`src/rtl/cpu_ctrl_pkg.sv`:
```
// Shared types and constants for the RV_CPU run-control sequencer.
// Contents: the state encoding, default reset-hold and idle-timeout values,
// and the width of the single-step counter.
package cpu_ctrl_pkg;

   typedef enum logic [1:0] {
      ST_RST_HOLD = 2'd0,
      ST_RUN      = 2'd1,
      ST_HALTED   = 2'd2,
      ST_STEP     = 2'd3
   } cpu_state_e;

   localparam int unsigned DEF_RST_HOLD     = 4;
   localparam int unsigned DEF_IDLE_TIMEOUT = 16;
   localparam int unsigned STEP_CNT_W       = 8;

endpackage

```
`src/rtl/cpu_ctrl_sat_counter.sv`:
```
// Saturating up-counter. It counts cycles with en_i=1 and holds at all-ones.
// Ports:
//   clk     - clock
//   reset   - synchronous active-high clear
//   en_i    - count enable
//   count_o - registered count value
module cpu_ctrl_sat_counter #(
   parameter int unsigned W = 32
) (
   input  logic         clk,
   input  logic         reset,
   input  logic         en_i,
   output logic [W-1:0] count_o
);

   logic [W-1:0] count_q;

   always_ff @(posedge clk) begin
      if (reset) begin
         count_q <= '0;
      end else if (en_i && (count_q != '1)) begin
         count_q <= count_q + W'(1);
      end
   end

   assign count_o = count_q;

endmodule

```
`src/rtl/cpu_clk_gate_ctrl.sv`:
```
// Run-control sequencer for the RV_CPU core: stretches core reset, then
// arbitrates run / halt / step requests and drives the clk_gate enable.
// Optional idle auto-halt is built when CPU_IDLE_GATE_EN is defined.
// Ports:
//   clk, reset             - ungated clock, synchronous active-high reset
//   run_req, step_req      - requests honoured in HALTED (step has priority)
//   halt_req               - request honoured in RUN and STEP (highest priority)
//   step_count             - number of core cycles for a step, taken with step_req
//   cpu_out                - core output bus, watched for idle detection
//   cpu_reset, clk_en      - core reset and clk_gate enable
//   halted, step_done      - HALTED status, one-cycle step completion pulse
//   idle_halt              - sticky: the last halt came from idle detection
//   run_cycles             - saturating count of gated, out-of-reset cycles
module cpu_clk_gate_ctrl
   import cpu_ctrl_pkg::*;
#(
   parameter int unsigned RST_HOLD     = DEF_RST_HOLD,
   parameter int unsigned AUTO_RUN     = 1,
   parameter int unsigned IDLE_TIMEOUT = DEF_IDLE_TIMEOUT,
   parameter int unsigned CNT_W        = 32
) (
   input  logic                  clk,
   input  logic                  reset,
   input  logic                  run_req,
   input  logic                  halt_req,
   input  logic                  step_req,
   input  logic [STEP_CNT_W-1:0] step_count,
   input  logic [9:0]            cpu_out,
   output logic                  cpu_reset,
   output logic                  clk_en,
   output logic                  halted,
   output logic                  step_done,
   output logic                  idle_halt,
   output logic [CNT_W-1:0]      run_cycles
);

   localparam int unsigned HOLD_W = (RST_HOLD > 1) ? $clog2(RST_HOLD) : 1;

   cpu_state_e            state_q, state_d;
   logic [HOLD_W-1:0]     hold_cnt_q, hold_cnt_d;
   logic [STEP_CNT_W-1:0] step_cnt_q, step_cnt_d;
   logic                  cpu_reset_q, cpu_reset_d;
   logic                  clk_en_q, clk_en_d;
   logic                  halted_q, halted_d;
   logic                  step_done_q, step_done_d;

`ifdef CPU_IDLE_GATE_EN
   localparam int unsigned IDLE_W = $clog2(IDLE_TIMEOUT + 1);

   logic [IDLE_W-1:0] idle_cnt_q, idle_cnt_d;
   logic [9:0]        cpu_out_q;
   logic              idle_halt_q, idle_halt_d;
`endif

   // State and registered outputs
   always_ff @(posedge clk) begin
      if (reset) begin
         state_q     <= ST_RST_HOLD;
         hold_cnt_q  <= '0;
         step_cnt_q  <= '0;
         cpu_reset_q <= 1'b1;
         clk_en_q    <= 1'b1;
         halted_q    <= 1'b0;
         step_done_q <= 1'b0;
      end else begin
         state_q     <= state_d;
         hold_cnt_q  <= hold_cnt_d;
         step_cnt_q  <= step_cnt_d;
         cpu_reset_q <= cpu_reset_d;
         clk_en_q    <= clk_en_d;
         halted_q    <= halted_d;
         step_done_q <= step_done_d;
      end
   end

`ifdef CPU_IDLE_GATE_EN
   // Idle tracking registers
   always_ff @(posedge clk) begin
      if (reset) begin
         idle_cnt_q  <= '0;
         cpu_out_q   <= '0;
         idle_halt_q <= 1'b0;
      end else begin
         idle_cnt_q  <= idle_cnt_d;
         cpu_out_q   <= cpu_out;
         idle_halt_q <= idle_halt_d;
      end
   end
`endif

   // Next-state and output decode
   always_comb begin
      state_d     = state_q;
      hold_cnt_d  = hold_cnt_q;
      step_cnt_d  = step_cnt_q;
      step_done_d = 1'b0;
`ifdef CPU_IDLE_GATE_EN
      // Counter only runs in RUN, so every entry to RUN starts from zero
      idle_cnt_d  = '0;
      idle_halt_d = idle_halt_q;
`endif

      case (state_q)
         ST_RST_HOLD: begin
            hold_cnt_d = hold_cnt_q + HOLD_W'(1);
            if (hold_cnt_q == HOLD_W'(RST_HOLD - 1)) begin
               hold_cnt_d = '0;
               state_d    = (AUTO_RUN != 0) ? ST_RUN : ST_HALTED;
            end
         end
         ST_RUN: begin
`ifdef CPU_IDLE_GATE_EN
            if (cpu_out == cpu_out_q) begin
               idle_cnt_d = idle_cnt_q + IDLE_W'(1);
            end
`endif
            if (halt_req) begin
               state_d = ST_HALTED;
`ifdef CPU_IDLE_GATE_EN
            end else if (idle_cnt_d == IDLE_W'(IDLE_TIMEOUT)) begin
               state_d     = ST_HALTED;
               idle_halt_d = 1'b1;
`endif
            end
         end
         ST_HALTED: begin
            // A zero-length step is dropped and does not block run_req
            if (step_req && (step_count != '0)) begin
               state_d    = ST_STEP;
               step_cnt_d = step_count;
            end else if (run_req) begin
               state_d = ST_RUN;
`ifdef CPU_IDLE_GATE_EN
               idle_halt_d = 1'b0;
`endif
            end
         end
         ST_STEP: begin
            if (halt_req) begin
               state_d    = ST_HALTED;
               step_cnt_d = '0;
            end else if (step_cnt_q == STEP_CNT_W'(1)) begin
               state_d     = ST_HALTED;
               step_cnt_d  = '0;
               step_done_d = 1'b1;
            end else begin
               step_cnt_d = step_cnt_q - STEP_CNT_W'(1);
            end
         end
      endcase

      // Outputs follow the next state so they change exactly on the transition edge
      cpu_reset_d = (state_d == ST_RST_HOLD);
      clk_en_d    = (state_d != ST_HALTED);
      halted_d    = (state_d == ST_HALTED);
   end

   cpu_ctrl_sat_counter #(
      .W(CNT_W)
   ) u_run_cnt (
      .clk     (clk),
      .reset   (reset),
      .en_i    (clk_en_q & ~cpu_reset_q),
      .count_o (run_cycles)
   );

   assign cpu_reset = cpu_reset_q;
   assign clk_en    = clk_en_q;
   assign halted    = halted_q;
   assign step_done = step_done_q;

`ifdef CPU_IDLE_GATE_EN
   assign idle_halt = idle_halt_q;
`else
   logic unused_idle_inputs;
   assign unused_idle_inputs = ^{cpu_out, IDLE_TIMEOUT[0]};
   assign idle_halt          = 1'b0;
`endif

endmodule

```
`config.mk`:
```
export PLATFORM = sky130hd
export DESIGN_NAME = cpu_clk_gate_ctrl
export DESIGN_NICKNAME = d
export VERILOG_FILES = /design/src/rtl/cpu_ctrl_pkg.sv /design/src/rtl/cpu_ctrl_sat_counter.sv /design/src/rtl/cpu_clk_gate_ctrl.sv
export SDC_FILE = /design/constraint.sdc
export NUM_CORES = 1
export LEC_CHECK = 0
export CAP_MARGIN = 20
export CELL_PAD_IN_SITES_DETAIL_PLACEMENT = 0
export CELL_PAD_IN_SITES_GLOBAL_PLACEMENT = 1
export CORE_ASPECT_RATIO = 0.6
export CORE_UTILIZATION = 33
export CTS_CLUSTER_DIAMETER = 80
export CTS_CLUSTER_SIZE = 24
export DETAILED_ROUTE_END_ITERATION = 6
export MAX_ROUTING_LAYER = met4
export PLACE_DENSITY = 0.75
export SLEW_MARGIN = 40
export SYNTH_ARGS = -nofsm -noshare
export SYNTH_HDL_FRONTEND = slang
export SYNTH_SLANG_ARGS = --single-unit
```
`constraint.sdc`:
```
create_clock -name clk -period 3 [get_ports clk]
set_input_delay 0.6 -clock clk [delete_from_list [all_inputs] [get_ports clk]]
set_output_delay 0.6 -clock clk [all_outputs]
set_load 0.01 [all_outputs]
```
Yosys cells after proc, flatten, opt, wreduce, memory -nomap -nowiden
Index checks and enable logic that the tools add are counted.
- $add $sub $neg: 3
- equal/unequal tests: 9
- mux-type cells: 13
- bitwise operators: 3
- reductions and logical operators: 8
- operators with widths (operator ; number):
    $add 32x1->32 const B ; 1
    $ne 32x32->1 const B ; 1
    $mux 8 ; 3
    $pmux 8 s2 ; 1
    $mux 2 ; 7
    $eq 2x2->1 const B ; 4
    $eq 8x1->1 const B ; 1
    $pmux 2 s4 ; 1
    $reduce_bool 8->1 ; 1
    $sub 8x1->8 const B ; 1
    $logic_not 2->1 ; 2
    $ne 2x2->1 const B ; 2
    $reduce_or 3->1 ; 1
    $add 2x1->2 const B ; 1
    $eq 2x1->1 const B ; 1
    $logic_and 1x1->1 ; 2
    $not 1->1 ; 2
    $reduce_and 2->1 ; 1
    $reduce_bool 2->1 ; 1
    $and 1x1->1 ; 1
    $mux 1 ; 1
- register bits: 48
- input port bits: 23
- output and inout port bits: 37
- logic and storage cells: 44

Depth between registers and ports, before layout
- depth after elaboration: 5
- depth in mapped cells: 8
- mapped depth without buffers: 6

Cells and area by module
From an unflattened synthesis, not the netlist that was laid out.
- cells, all modules: 310
- area, all modules: 2617.5 µm²
- by module, submodules not included (module ; instances ; cells each ; area an instance (µm²) ; seq. area each (µm²)):
    cpu_ctrl_sat_counter ; 1 ; 199 ; 1674.1 ; 640.6
    cpu_clk_gate_ctrl ; 1 ; 111 ; 943.4 ; 320.3

Worst setup path before layout
OpenSTA, ideal clock, no wires.
- kind: register to register
- from: register u_run_cnt.count_q[0] (netlist: u_run_cnt.count_o[0])
- to: register u_run_cnt.count_q[27] (netlist: u_run_cnt.count_o[27])
- library setup time: 123 ps
- arrival time: 2120 ps
- data required time: 2877 ps
- setup slack: 756 ps
- stages on the path, launching flop included: 7
- buffers on the path: 0
- period minus slack after synthesis: 2244 ps
- path through: dfxtp_1 -> ha_1 -> and4_1 -> and3_1 -> a2111oi_4 -> nor3b_1 -> mux2_1
- cells in the longest elaborated chain, start to end: 2
- elaborated cells on any way between the ends: 3
- those cells by class: add/sub (1); eq/ne (1); reduce/logical (1)
- ends and longest elaborated chain (what ; line ; text):
    start: declaration ; cpu_ctrl_sat_counter.sv:16 ; logic [W-1:0] count_q;
    start signal: assignment ; cpu_ctrl_sat_counter.sv:22 ; count_q <= count_q + W'(1);
    parallel branches: the longest is 2 deep, another holds $add 32x1->32 ; - ;
Parallel ways; which one is timed is not known.
A chain may end at the register's enable or synchronous reset.

Worst setup path after layout
Same ends and word-level chain as after synthesis.

==> results.yml <==
cts:
  cts_root_buf: "clkbuf_16"
  cts_setup_buffers: 0
  cts-hold-fix-buffers: 0
  numClockSinks: 48
  htreeDepth: 2
  clk_latency_ps: 280
  numCtsBuffers: 5
  clkTransAtPathRegs_ps: 60
  cts_tree: "yes"
  post_cts_resized: 0
  clock_path_buffers: 2
yosys:
  yosys.cell_types.count: 50
  yosys-top-cells-count: "dfxtp_1, a21oi_1, o21ai_0"
  synth_top_area_cell: "dfxtp_1"
  yosys_warnings: 0
  ys_top_cells_by_area: "dfxtp_1, a21oi_1, o21ai_0"
  synth-seq-area-share_pct: 38.7
  synth.top_cell.area_share_pct: 38.7
  synth_seq_cells: 48
  syn_avg_cell_area_sq_um: 8.45
  synth-edff-count: 0
  synth_cells: 294
  synthesis.area_sq_um: 2480
  ys.flop_type: "dfxtp_1"
  async_flop_share_pct: 0
  syn_nets: 321
  post-synth-top-count-cell: "dfxtp_1"
routing:
  ant_nets: 0
  detail_route.vias_per_cell: 5.24
  vias: 2326
  first_pass_iters: 4
  drc: 0
  routed_wl_um: 5920
  drt_iter0_markers: 100
  routedWlPerCell_um: 13.3
final_layout:
  drive_gt1_share_pct: 9.41
  fillCellCount: 757
  area_growth_pct: 29.1
  insertedDiodeCount: 0
  final_cells: 444
  fin_nets: 367
power:
  leakage_uw: 0.00101
  p_per_area_nw_per_um2: 465
  peakVddDrop_v: 0.000274
die:
  num_rows: 24
  die_h_um: 69.2
  die_w_um: 114
  fp.dieArea_sq_um: 7890
  start_util_pct: 34.2
  core_sq_um: 7270
  io_pins: 60
sta:
  max_slew_margin_pct: 52.4
  fin_crit_sh_pct: 79.6
  fin_crit_ps: 2390
  rsz0062_at_grt: "false"
  fmax_mhz: 419
  worst_pin_slew_ps: 715
  setup_violations: 0
  fin_tns_setup_ps: 0
  hold_violations: 0
  fin_worst_skew_ps: 6.50
  final.setup.worst_slack_ps: 612
  drv_slew: 0
setup_path:
  crit_fanout: 9
  cpPeakStageDelay_ps: 360
  crit_slowest_cell: "dfxtp_1"
  crit_arrival_ps: 2560
  worst_setup_path_start_kind: "flop"
  crit_path_end_kind: "flop"
  critical_path.cell_chain: "ha_1 -> and4_1 -> and3_1 -> a2111oi_4 -> buf_4 -> nor3b_1 -> mux2_1"
  critPathRequiredTime_ps: 3170
  worstSetupPathType: "reg -> reg"
global_route:
  antenna_found_initial: 0
  grt_pass1_vias: 1973
  gr-usage-all-layers_pct: 16.0
  gr-total-overflow: 0
  grt_pass1_wl_um: 9860
  grt_max_degree: 40
status:
  run_status: "complete, no violations"
placement:
  dpl_worst_slack_ps: 564
  gp_congestion: 0.735
  dp.cells: 437
  hpwl_um: 4260
  io_buffers: 48
min_path:
  hp-class: "reg -> reg"
run:
  maxCapViolCount: 0
==> metrics by stage <==
stage / hold slack [ps] / instance area [sq um] / total power [uW] / utilization [%]
final: 486 / 3210 / 1490 / 44.1
after global routing: 510 / 3210 / 1570 / 44.1
after CTS: 486 / 3210 / 1500 / 44.1
after detailed placement: 477 / 3050 / 927 / 42.0
after global placement: 470 / 3050 / 923 / 42.0
after floorplan: 453 / 2480 / 863 / -
==> layout make-up <==
type	count	area [sq um]	area share [%]
clock buffers	7	153	4.76
well taps	104	130	4.06
repair buffers	53	513	16.0
multi-input cells	225	1420	44.4
flip-flops and latches	48	961	30.0
inverters	7	26.3	0.819
==> registers in the layout, indices dropped and copies added, names as in the netlist <==
| register | count |
|---|---|
| clk_en | 1 |
| step_cnt_q | 8 |
| hold_cnt_q | 2 |
| step_done | 1 |
| u_run_cnt.count_o | 32 |
| state_q | 2 |
| halted | 1 |
| cpu_reset | 1 |
==> layer usage <==
metal | up-vias | share of wire, % | GRT usage, %
met3 | 2 | 4.2 | 3.41
met1 | 1087 | 56 | 24.3
met4 | 0 | 0.32 | 3.03
met5 | - | 0 | -
li1 | 1198 | - | -
met2 | 39 | 39 | 21.4
==> path summary, 6_finish.rpt <==
check,startpoint,to,slack [ps],cells after the start
setup / recovery,u_run_cnt.count_o[0]$_SDFFE_PP0P_,u_run_cnt.count_o[27]$_SDFFE_PP0P_,610,7
hold / removal,hold_cnt_q[1]$_SDFFE_PP0N_,hold_cnt_q[1]$_SDFFE_PP0N_,490,2
setup reg to reg,u_run_cnt.count_o[0]$_SDFFE_PP0P_,u_run_cnt.count_o[27]$_SDFFE_PP0P_,610,7
hold reg to reg,hold_cnt_q[1]$_SDFFE_PP0N_,hold_cnt_q[1]$_SDFFE_PP0N_,490,2
==> critical path: cells and delay by family (launching register included) <==
family | cells | cell delay (ps)
AND/OR/NAND/NOR | 3 | 750
buffers and inverters | 1 | 220
multiplexers | 1 | 340
adder cells (fa/ha/maj) | 1 | 260
flip-flops | 1 | 360
AO/OA/AOI/OAI | 1 | 350
==> report_power, final <==
group          leakage (uW)  switching [uW]  internal (uW)
Clock             0.0000760             227            350
Sequential         0.000387            32.0            672
Combinational      0.000550             118           91.3
Total               0.00101             377           1110
==> logic make-up (layout without fill, tap and decap cells) <==
logic type / after synthesis / count (layout) / share of synthesized area [%]
AOI/OAI and AO/OA: 85 / 85 / 22.3
xor gates and xnor gates: 6 / 6 / 2.11
adders and majority gates: 4 / 4 / 2.01
buffers and inverters: 21 / 67 / 4.03
DFF: 48 / 48 / 38.7
muxes: 4 / 4 / 1.76
other: 1 / 1 / 0.151
and+or+nand+nor: 125 / 125 / 29.0
==> cell usage in the layout, fill, tap and decap left out, types with 5 or more instances in the layout <==
| cell type | synthesis | routed |
|---|---|---|
| or3_1 | 14 | 14 |
| or4_1 | 6 | 6 |
| or2_2 | 8 | 8 |
| and4_1 | 5 | 5 |
| nand2_1 | 17 | 17 |
| a32oi_1 | 5 | 5 |
| nor2_1 | 21 | 21 |
| nor4_1 | 7 | 7 |
| o31ai_1 | 7 | 7 |
| a21oi_1 | 31 | 31 |
| nand3_1 | 13 | 13 |
| o21ai_0 | 22 | 22 |
| xnor2_1 | 5 | 5 |
| nor2b_1 | 7 | 7 |
| clkbuf_16 | 0 | 5 |
| buf_4 | 1 | 5 |
| clkdlybuf4s50_1 | 0 | 47 |
| dfxtp_1 | 48 | 48 |
| inv_1 | 7 | 7 |
| nand4_1 | 7 | 7 |
Power figures use the tool's default switching activity.
